--- src/rtl/hall_speed_sched.sv ---
// Hall-sensor speed measurement controller.
// Synchronises the raw hall bus, qualifies each transition against the
// 6-step commutation sequence and counts legal steps over a fixed gate window.
// At each window boundary the step count, direction, error and overflow status
// are latched and a one-cycle valid strobe is raised.
//
// Ports:
//   inclk     system clock
//   rst_n     asynchronous active-low reset
//   en        measurement enable (level); rising start goes through a priming cycle
//   h[2:0]    raw hall inputs (asynchronous)
//   count     legal steps in the last completed window (saturating)
//   dir       1 = forward, 0 = reverse (last legal step seen)
//   hall_err  illegal state or non-adjacent jump seen in the last window
//   overflow  step counter saturated in the last window
//   valid     one-cycle strobe: outputs were just updated
module hall_speed_sched #(
    parameter int unsigned GATE_CYCLES = 3163478,
    parameter int unsigned CNT_W       = 8,
    parameter int unsigned SYNC_STAGES = 2
) (
    input  logic             inclk,
    input  logic             rst_n,
    input  logic             en,
    input  logic [2:0]       h,
    output logic [CNT_W-1:0] count,
    output logic             dir,
    output logic             hall_err,
    output logic             overflow,
    output logic             valid
);

    localparam int unsigned TMR_W  = (GATE_CYCLES > 1) ? $clog2(GATE_CYCLES) : 1;
    localparam int unsigned SYNC_N = (SYNC_STAGES < 2) ? 2 : SYNC_STAGES;
    localparam int unsigned SYNC_W = SYNC_N * 3;

    localparam logic [TMR_W-1:0] TMR_LAST = TMR_W'(GATE_CYCLES - 1);
    localparam logic [CNT_W-1:0] K_MAX    = {CNT_W{1'b1}};

    typedef enum logic [1:0] {
        ST_IDLE    = 2'd0,
        ST_PRIME   = 2'd1,
        ST_MEASURE = 2'd2
    } state_t;

    state_t state, state_nx;

    logic [SYNC_W-1:0] sync_q;
    logic [2:0]        h_s;

    logic [TMR_W-1:0] timer, timer_nx;
    logic [CNT_W-1:0] k, k_nx;
    logic [2:0]       h_prev, h_prev_nx;
    logic             dir_win, dir_win_nx;
    logic             err_win, err_win_nx;
    logic             ovf_win, ovf_win_nx;

    logic [CNT_W-1:0] count_nx;
    logic             dir_nx, hall_err_nx, overflow_nx, valid_nx;

    logic changed, both_legal, step_fwd, step_rev;

    // Forward successor in the commutation sequence; 000 for illegal states.
    function automatic logic [2:0] fwd_next(input logic [2:0] s);
        case (s)
            3'b001:  return 3'b011;
            3'b011:  return 3'b010;
            3'b010:  return 3'b110;
            3'b110:  return 3'b100;
            3'b100:  return 3'b101;
            3'b101:  return 3'b001;
            default: return 3'b000;
        endcase
    endfunction

    function automatic logic is_legal(input logic [2:0] s);
        return (s != 3'b000) && (s != 3'b111);
    endfunction

    // Metastability synchroniser; h_s is the oldest stage.
    always_ff @(posedge inclk or negedge rst_n) begin
        if (!rst_n) begin
            sync_q <= '0;
        end else begin
            sync_q <= {sync_q[SYNC_W-4:0], h};
        end
    end

    assign h_s = sync_q[SYNC_W-1 -: 3];

    // Transition qualification against the previously accepted hall state.
    always_comb begin
        changed    = (h_s != h_prev);
        both_legal = is_legal(h_s) && is_legal(h_prev);
        step_fwd   = changed && both_legal && (h_s == fwd_next(h_prev));
        step_rev   = changed && both_legal && (h_prev == fwd_next(h_s));
    end

    // State register.
    always_ff @(posedge inclk or negedge rst_n) begin
        if (!rst_n) begin
            state <= ST_IDLE;
        end else begin
            state <= state_nx;
        end
    end

    // Next-state and datapath next values.
    always_comb begin
        state_nx    = state;
        timer_nx    = timer;
        k_nx        = k;
        h_prev_nx   = h_prev;
        dir_win_nx  = dir_win;
        err_win_nx  = err_win;
        ovf_win_nx  = ovf_win;
        count_nx    = count;
        dir_nx      = dir;
        hall_err_nx = hall_err;
        overflow_nx = overflow;
        valid_nx    = 1'b0;

        case (state)
            ST_IDLE: begin
                timer_nx   = '0;
                k_nx       = '0;
                err_win_nx = 1'b0;
                ovf_win_nx = 1'b0;
                if (en) begin
                    state_nx = ST_PRIME;
                end
            end

            // Load the reference hall state so the first compare is against live data.
            ST_PRIME: begin
                h_prev_nx = h_s;
                timer_nx  = '0;
                state_nx  = ST_MEASURE;
            end

            ST_MEASURE: begin
                if (!en) begin
                    // Partial window is dropped without a strobe.
                    state_nx   = ST_IDLE;
                    timer_nx   = '0;
                    k_nx       = '0;
                    err_win_nx = 1'b0;
                    ovf_win_nx = 1'b0;
                end else begin
                    h_prev_nx = h_s;
                    if (step_fwd || step_rev) begin
                        if (k == K_MAX) begin
                            ovf_win_nx = 1'b1;
                        end else begin
                            k_nx = k + CNT_W'(1);
                        end
                        dir_win_nx = step_fwd;
                    end else if (changed) begin
                        err_win_nx = 1'b1;
                    end

                    // Boundary latches the step-updated window values.
                    if (timer == TMR_LAST) begin
                        count_nx    = k_nx;
                        dir_nx      = dir_win_nx;
                        hall_err_nx = err_win_nx;
                        overflow_nx = ovf_win_nx;
                        valid_nx    = 1'b1;
                        timer_nx    = '0;
                        k_nx        = '0;
                        err_win_nx  = 1'b0;
                        ovf_win_nx  = 1'b0;
                    end else begin
                        timer_nx = timer + TMR_W'(1);
                    end
                end
            end

            default: begin
                state_nx = ST_IDLE;
            end
        endcase
    end

    // Datapath and output registers.
    always_ff @(posedge inclk or negedge rst_n) begin
        if (!rst_n) begin
            timer    <= '0;
            k        <= '0;
            h_prev   <= 3'b000;
            dir_win  <= 1'b0;
            err_win  <= 1'b0;
            ovf_win  <= 1'b0;
            count    <= '0;
            dir      <= 1'b0;
            hall_err <= 1'b0;
            overflow <= 1'b0;
            valid    <= 1'b0;
        end else begin
            timer    <= timer_nx;
            k        <= k_nx;
            h_prev   <= h_prev_nx;
            dir_win  <= dir_win_nx;
            err_win  <= err_win_nx;
            ovf_win  <= ovf_win_nx;
            count    <= count_nx;
            dir      <= dir_nx;
            hall_err <= hall_err_nx;
            overflow <= overflow_nx;
            valid    <= valid_nx;
        end
    end

endmodule

--- config.mk ---
export PLATFORM = sky130hd
export DESIGN_NAME = hall_speed_sched
export DESIGN_NICKNAME = d
export VERILOG_FILES = /design/src/rtl/hall_speed_sched.sv
export SDC_FILE = /design/constraint.sdc
export NUM_CORES = 1
export LEC_CHECK = 0
export ABC_AREA = 1
export CAP_MARGIN = 20
export CORE_MARGIN = 8
export CORE_UTILIZATION = 43
export CTS_CLUSTER_DIAMETER = 40
export DETAILED_ROUTE_END_ITERATION = 8
export GPL_ROUTABILITY_DRIVEN = 1
export PLACE_DENSITY = 0.6
export SYNTH_ARGS = -nofsm -noshare
export SYNTH_HDL_FRONTEND = slang
export SYNTH_SLANG_ARGS = --single-unit
--- constraint.sdc ---
create_clock -name inclk -period 2.08 [get_ports inclk]
set_input_delay 0.208 -clock inclk [delete_from_list [all_inputs] [get_ports inclk]]
set_output_delay 0.208 -clock inclk [all_outputs]
set_load 0.02 [all_outputs]
-- After elaboration in Yosys (flattened, before gate mapping)
Index checks and enable logic that the tools add are counted.
- word-level logic and storage cells: 86
- bits in registers: 56
- output and inout port bits: 12
- equal/unequal tests: 24
- mux-type cells: 29
- add/subtract/negate cells: 2
- reduce and logical (&&, ||, !) cells: 18
- operators with widths (cell ; count):
    $mux 22 ; 2
    $pmux 22 s2 ; 1
    $pmux 3 s6 ; 2
    $mux 8 ; 4
    $add 22x1->22 const B ; 1
    $eq 22x22->1 const B ; 1
    $eq 3x3->1 const B ; 6
    $pmux 8 s2 ; 1
    $eq 3x2->1 const B ; 4
    $mux 1 ; 12
    $add 8x1->8 const B ; 1
    $eq 8x8->1 const B ; 1
    $eq 3x1->1 const B ; 2
    $eq 3x3->1 ; 2
    $logic_and 1x1->1 ; 6
    $ne 2x2->1 const B ; 3
    $ne 3x3->1 const B ; 2
    $pmux 2 s3 ; 1
    $pmux 3 s2 ; 1
    $reduce_and 2->1 ; 3
    $reduce_bool 2->1 ; 3
    $reduce_bool 3->1 ; 2
    $mux 2 ; 2
    $pmux 1 s2 ; 2
    8 further kinds ; 8

-- Longest topological paths before layout
- word-level depth: 10
- depth in mapped cells: 12
- depth with buffers taken out: 12

-- Worst setup path after synthesis
OpenSTA, ideal clock, no wires.
- path kind: register to register
- start point: register h_prev[2]
- end point: register dir
- path slack: 0.614 ns
- arrival time: 1.349 ns
- library setup time: 0.117 ns
- stages on the path, launching flop included: 12
- buffers on the path: 1
- cells stage by stage: dfrtp_1 > inv_1 > nand2_1 > nand2_1 > nand2_1 > nor2_2 > buf_6 > nand3_4 > nand2_1 > nand2_1 > nor2_1 > nor2_1
- cells in the longest elaborated chain, start to end: 7
- elaborated cells between the ends (all ways): 19
- those cells by class: 10 x eq/ne; 2 x mux; 7 x reduce/logical
- RTL lines (item ; line ; RTL):
    start, declared ; 53 ; logic [2:0] h_prev, h_prev_nx;
    start signal, assigned ; 202 ; h_prev <= h_prev_nx;
    branches (longest 6 deep; another with $pmux 3 s6) ; -- ;
    $mux 1 (*) ; 151 ; if (step_fwd || step_rev) begin
    end signal, assigned ; 207 ; dir <= dir_nx;
    end, declared ; 27 ; output logic dir,
Every way passes the cells marked *.
A chain may end at the register's enable or synchronous reset.

-- Worst setup path after layout
- start point: register timer[18]
- end point: register timer[17]
- cells in the longest elaborated chain, start to end: 4
- RTL lines (item ; line ; RTL):
    start, declared ; 51 ; logic [TMR_W-1:0] timer, timer_nx;
    start signal, assigned ; 200 ; timer <= timer_nx;
    $eq 22x22->1 ; 163 ; if (timer == TMR_LAST) begin
    $mux 22 ; 163 ;
    $mux 22 ; 142 ; if (!en) begin
    $pmux 22 s2 ; 123 ; case (state)
No other way between the ends.

==> flow_metrics.env <==
export IMPL_die_area_sq_mm=0.0101
export IMPL_end_kind="flop"
export IMPL_path_class="reg2reg"
export IMPL_antenna_cells=0
export IMPL_synth_nets=430
export IMPL_rows=31
export IMPL_cts_max_level=2
export IMPL_critPathMaxStageDelay_ns=0.44
export IMPL_final_max_slew_viol_count=0
export IMPL_clockBufferDepth=2
export IMPL_yosys_top_cells_count="156 x nand2_1, 56 x dfrtp_1, 42 x inv_1"
export IMPL_syn_avg_cell_area_sq_um=7.32
export IMPL_synth_area_leaders="dfrtp_1 45%, nand2_1 19%, nand3_1 6.3%"
export IMPL_start_util_pct=43.4
export IMPL_path_cells="nor2_1, nand3_1, nor3_1, nand3_1, nand2_1, nand2_1, inv_2, nor2_1"
export IMPL_ir_worst_vdd_uv=457
export IMPL_cts_tree="built"
export IMPL_synthToLayoutAreaGrowth_pct=13.9
export IMPL_cp_start_kind="flop"
export IMPL_final_setup_skew_ns=0.0117
export IMPL_drc=0
export IMPL_worstPathArrival_ns=2.03
export IMPL_vias=2691
export IMPL_rsz0062_at_grt="no"
export IMPL_ant_nets=0
export IMPL_p_int_w=0.00165
export IMPL_synth_cells=421
export IMPL_tightest_slew_ns=0.432
export IMPL_wl_met1_mm=3.32
export IMPL_cp_max_fo=10
export IMPL_grt_first_pass_wirelength_mm=12.4
export IMPL_grt_start_max_net_pins=30
export IMPL_synthDistinctLibCells=30
export IMPL_synth_top_cell_area_share_pct=45.5
export IMPL_place_congestion=0.913
export IMPL_setup_viol=0
export IMPL_yosysMostFrequentCell="nand2_1"
export IMPL_slowest_stage="dfrtp_1"
export IMPL_drt_iter0_drc=91
export IMPL_hold_viol=0
export IMPL_core_sq_mm=0.00710
export IMPL_p_switching_w=0.00103
export IMPL_mappedNetlistArea_sq_mm=0.00308
export IMPL_crit_family="simple AND/OR/NAND/NOR gates"
export IMPL_die_x_um=101
export IMPL_synth_seq_area_share_pct=45.5
export IMPL_cts_buffers_inserted=5
export IMPL_synthArstFlopShare_pct=100
export IMPL_synth_largest_area_cell="dfrtp_1"
export IMPL_antenna_found_initial=0
export IMPL_post_cts_setup_buffer_count=0
export IMPL_cellPowerDensity_mw_per_mm2=765
export IMPL_pwr_share_comb_pct=29.8
export IMPL_dp_hpwl_mm=5.29
export IMPL_status="finished, final reports clean"
export IMPL_portBuffers=17
export IMPL_fin_crit_ns=1.83
export IMPL_cp_num_buf_inv=1
export IMPL_routed_top_layer="met4"
export IMPL_grtUsageTotal_pct=14.9
export IMPL_dr_wl_met2_mm=3.30
export IMPL_wl_met3_um=326
export IMPL_maxCapViolCount=0
export IMPL_p_seq_share_pct=46.7
export IMPL_regToRegSetupSlack_ns=0.25
export IMPL_tns_ns=0
export IMPL_fmax_mhz=547
export IMPL_synth_edf_count=0
export IMPL_reg2reg_depth=8
export IMPL_wl_mm=6.99
export IMPL_cp_required_ns=2.28
export IMPL_ys_flop_type="dfrtp_1"
export IMPL_overflow=0
export IMPL_clock_sinks=56
export IMPL_relSlewSlack_pct=71.2
export IMPL_cts_root_buf="clkbuf_8"
export IMPL_ys_warn_count=0
export IMPL_grt_pass1_vias=2697
export IMPL_min_path_type="in2async"
export IMPL_pwr_share_clk_pct=23.5
export IMPL_synth_seq_cells=56
export IMPL_drt_pass1_iter_count=4
export IMPL_die_h_um=101
export IMPL_fin_nets=456
export IMPL_io_pins=18
export IMPL_static_leakage_power_nw=1.70
export IMPL_finalPower_w=0.00268
export IMPL_crit_cells=8
export IMPL_p_sw_share_pct=38.4
export IMPL_insertion_delay_ns=0.32
export IMPL_fin_crit_sh_pct=88.0
export IMPL_drive_gt1_share_pct=7.37
export IMPL_wl_per_cell_um=12.8
export IMPL_clkTransAtPathRegs_ns=0.11
export IMPL_viasPerCell=4.92
## what timing repair did
item                                   4_1_cts  5_1_grt
gates resized for setup                      0        1
endpoints found under the hold margin        8        0
setup endpoints to repair                    0       17
hold buffers                                 1        0
## cells in the final DEF (no fill, tap or decap), drive strengths merged
master | Yosys | routed
nand3 | 41 | 41
clkdlybuf4s50 | 0 | 16
nand2 | 160 | 160
nor3 | 15 | 15
nor2 | 43 | 43
ha | 3 | 3
buf | 4 | 8
xnor2 | 1 | 1
o211a | 1 | 1
dlygate4sd3 | 0 | 1
nand4 | 6 | 6
inv | 46 | 47
nor3b | 1 | 1
xor2 | 12 | 12
dfrtp | 56 | 56
o22ai | 4 | 4
o21ai | 10 | 10
nand3b | 3 | 3
a21oi | 10 | 10
a31oi | 1 | 1
clkbuf | 2 | 5
o21bai | 2 | 2
clkinvlp | 0 | 2
## through the flow
stage               std cells  instance area [sq um]  hold slack, ns  util [%]  worst slack, ns
floorplan                 421                   3080         -0.0876         -            0.614
global placement          538                   3400           0.100      47.9            0.178
detailed placement        538                   3400           0.106      47.9            0.145
CTS                       547                   3500           0.292      49.4            0.128
global route              547                   3510           0.303      49.4           0.0124
finish                    547                   3510           0.292      49.4            0.250
## path summary, 6_finish.rpt
check                                        end             startpoint
min in group inclk           sync_q[1]$_DFF_PN0_                   h[1]
max                        timer[17]$_DFFE_PN0P_  timer[18]$_DFFE_PN0P_
max in group asynchronous  timer[14]$_DFFE_PN0P_                  rst_n
min                             k[3]$_DFFE_PN0P_                  rst_n
min reg2reg                  sync_q[5]$_DFF_PN0_    sync_q[2]$_DFF_PN0_
max reg2reg                timer[17]$_DFFE_PN0P_  timer[18]$_DFFE_PN0P_
## flip-flops by register name (all words and copies together) (netlist names), 2 cells and up
name    flops
count       8
h_prev      3
k           8
state       2
sync_q      6
timer      22
## metal layers
layer  vias to the layer above  global-route usage [%]
met5                         -                       0
met2                        50                    25.0
met1                      1258                    19.1
met4                         0                    3.72
met3                         4                    3.04
li1                       1379                       -
## power groups by stage
stage               clock (W)  combinational, W  sequential (W)
floorplan                   0          0.000594         0.00125
global placement            0          0.000779         0.00127
detailed placement          0          0.000793         0.00127
CTS                  0.000656          0.000798         0.00125
global route         0.000696          0.000909         0.00126
finish               0.000631          0.000800         0.00125
## cell type report
| class | count | area (sq um) |
|---|---|---|
| Tap cell | 99 | 124 |
| Multi-Input combinational cell | 313 | 1480 |
| Clock inverter | 3 | 26.3 |
| Timing Repair Buffer | 25 | 240 |
| Fill cell | 713 | 3590 |
| Sequential cell | 56 | 1400 |
| Clock buffer | 5 | 68.8 |
| Inverter | 46 | 173 |
## cells by family (layout without fill, tap and decap cells)
logic type	after synthesis	count (layout)	share of synthesized area, %
buffers and inverters	52	79	6.78
flip-flops	56	56	45.5
adder cells (fa/ha/maj)	3	3	1.22
AND/OR/NAND/NOR	269	269	37.7
XOR/XNOR	13	13	3.70
AO/OA/AOI/OAI	28	28	5.08
No activity file was read; power rests on OpenSTA's default activity.
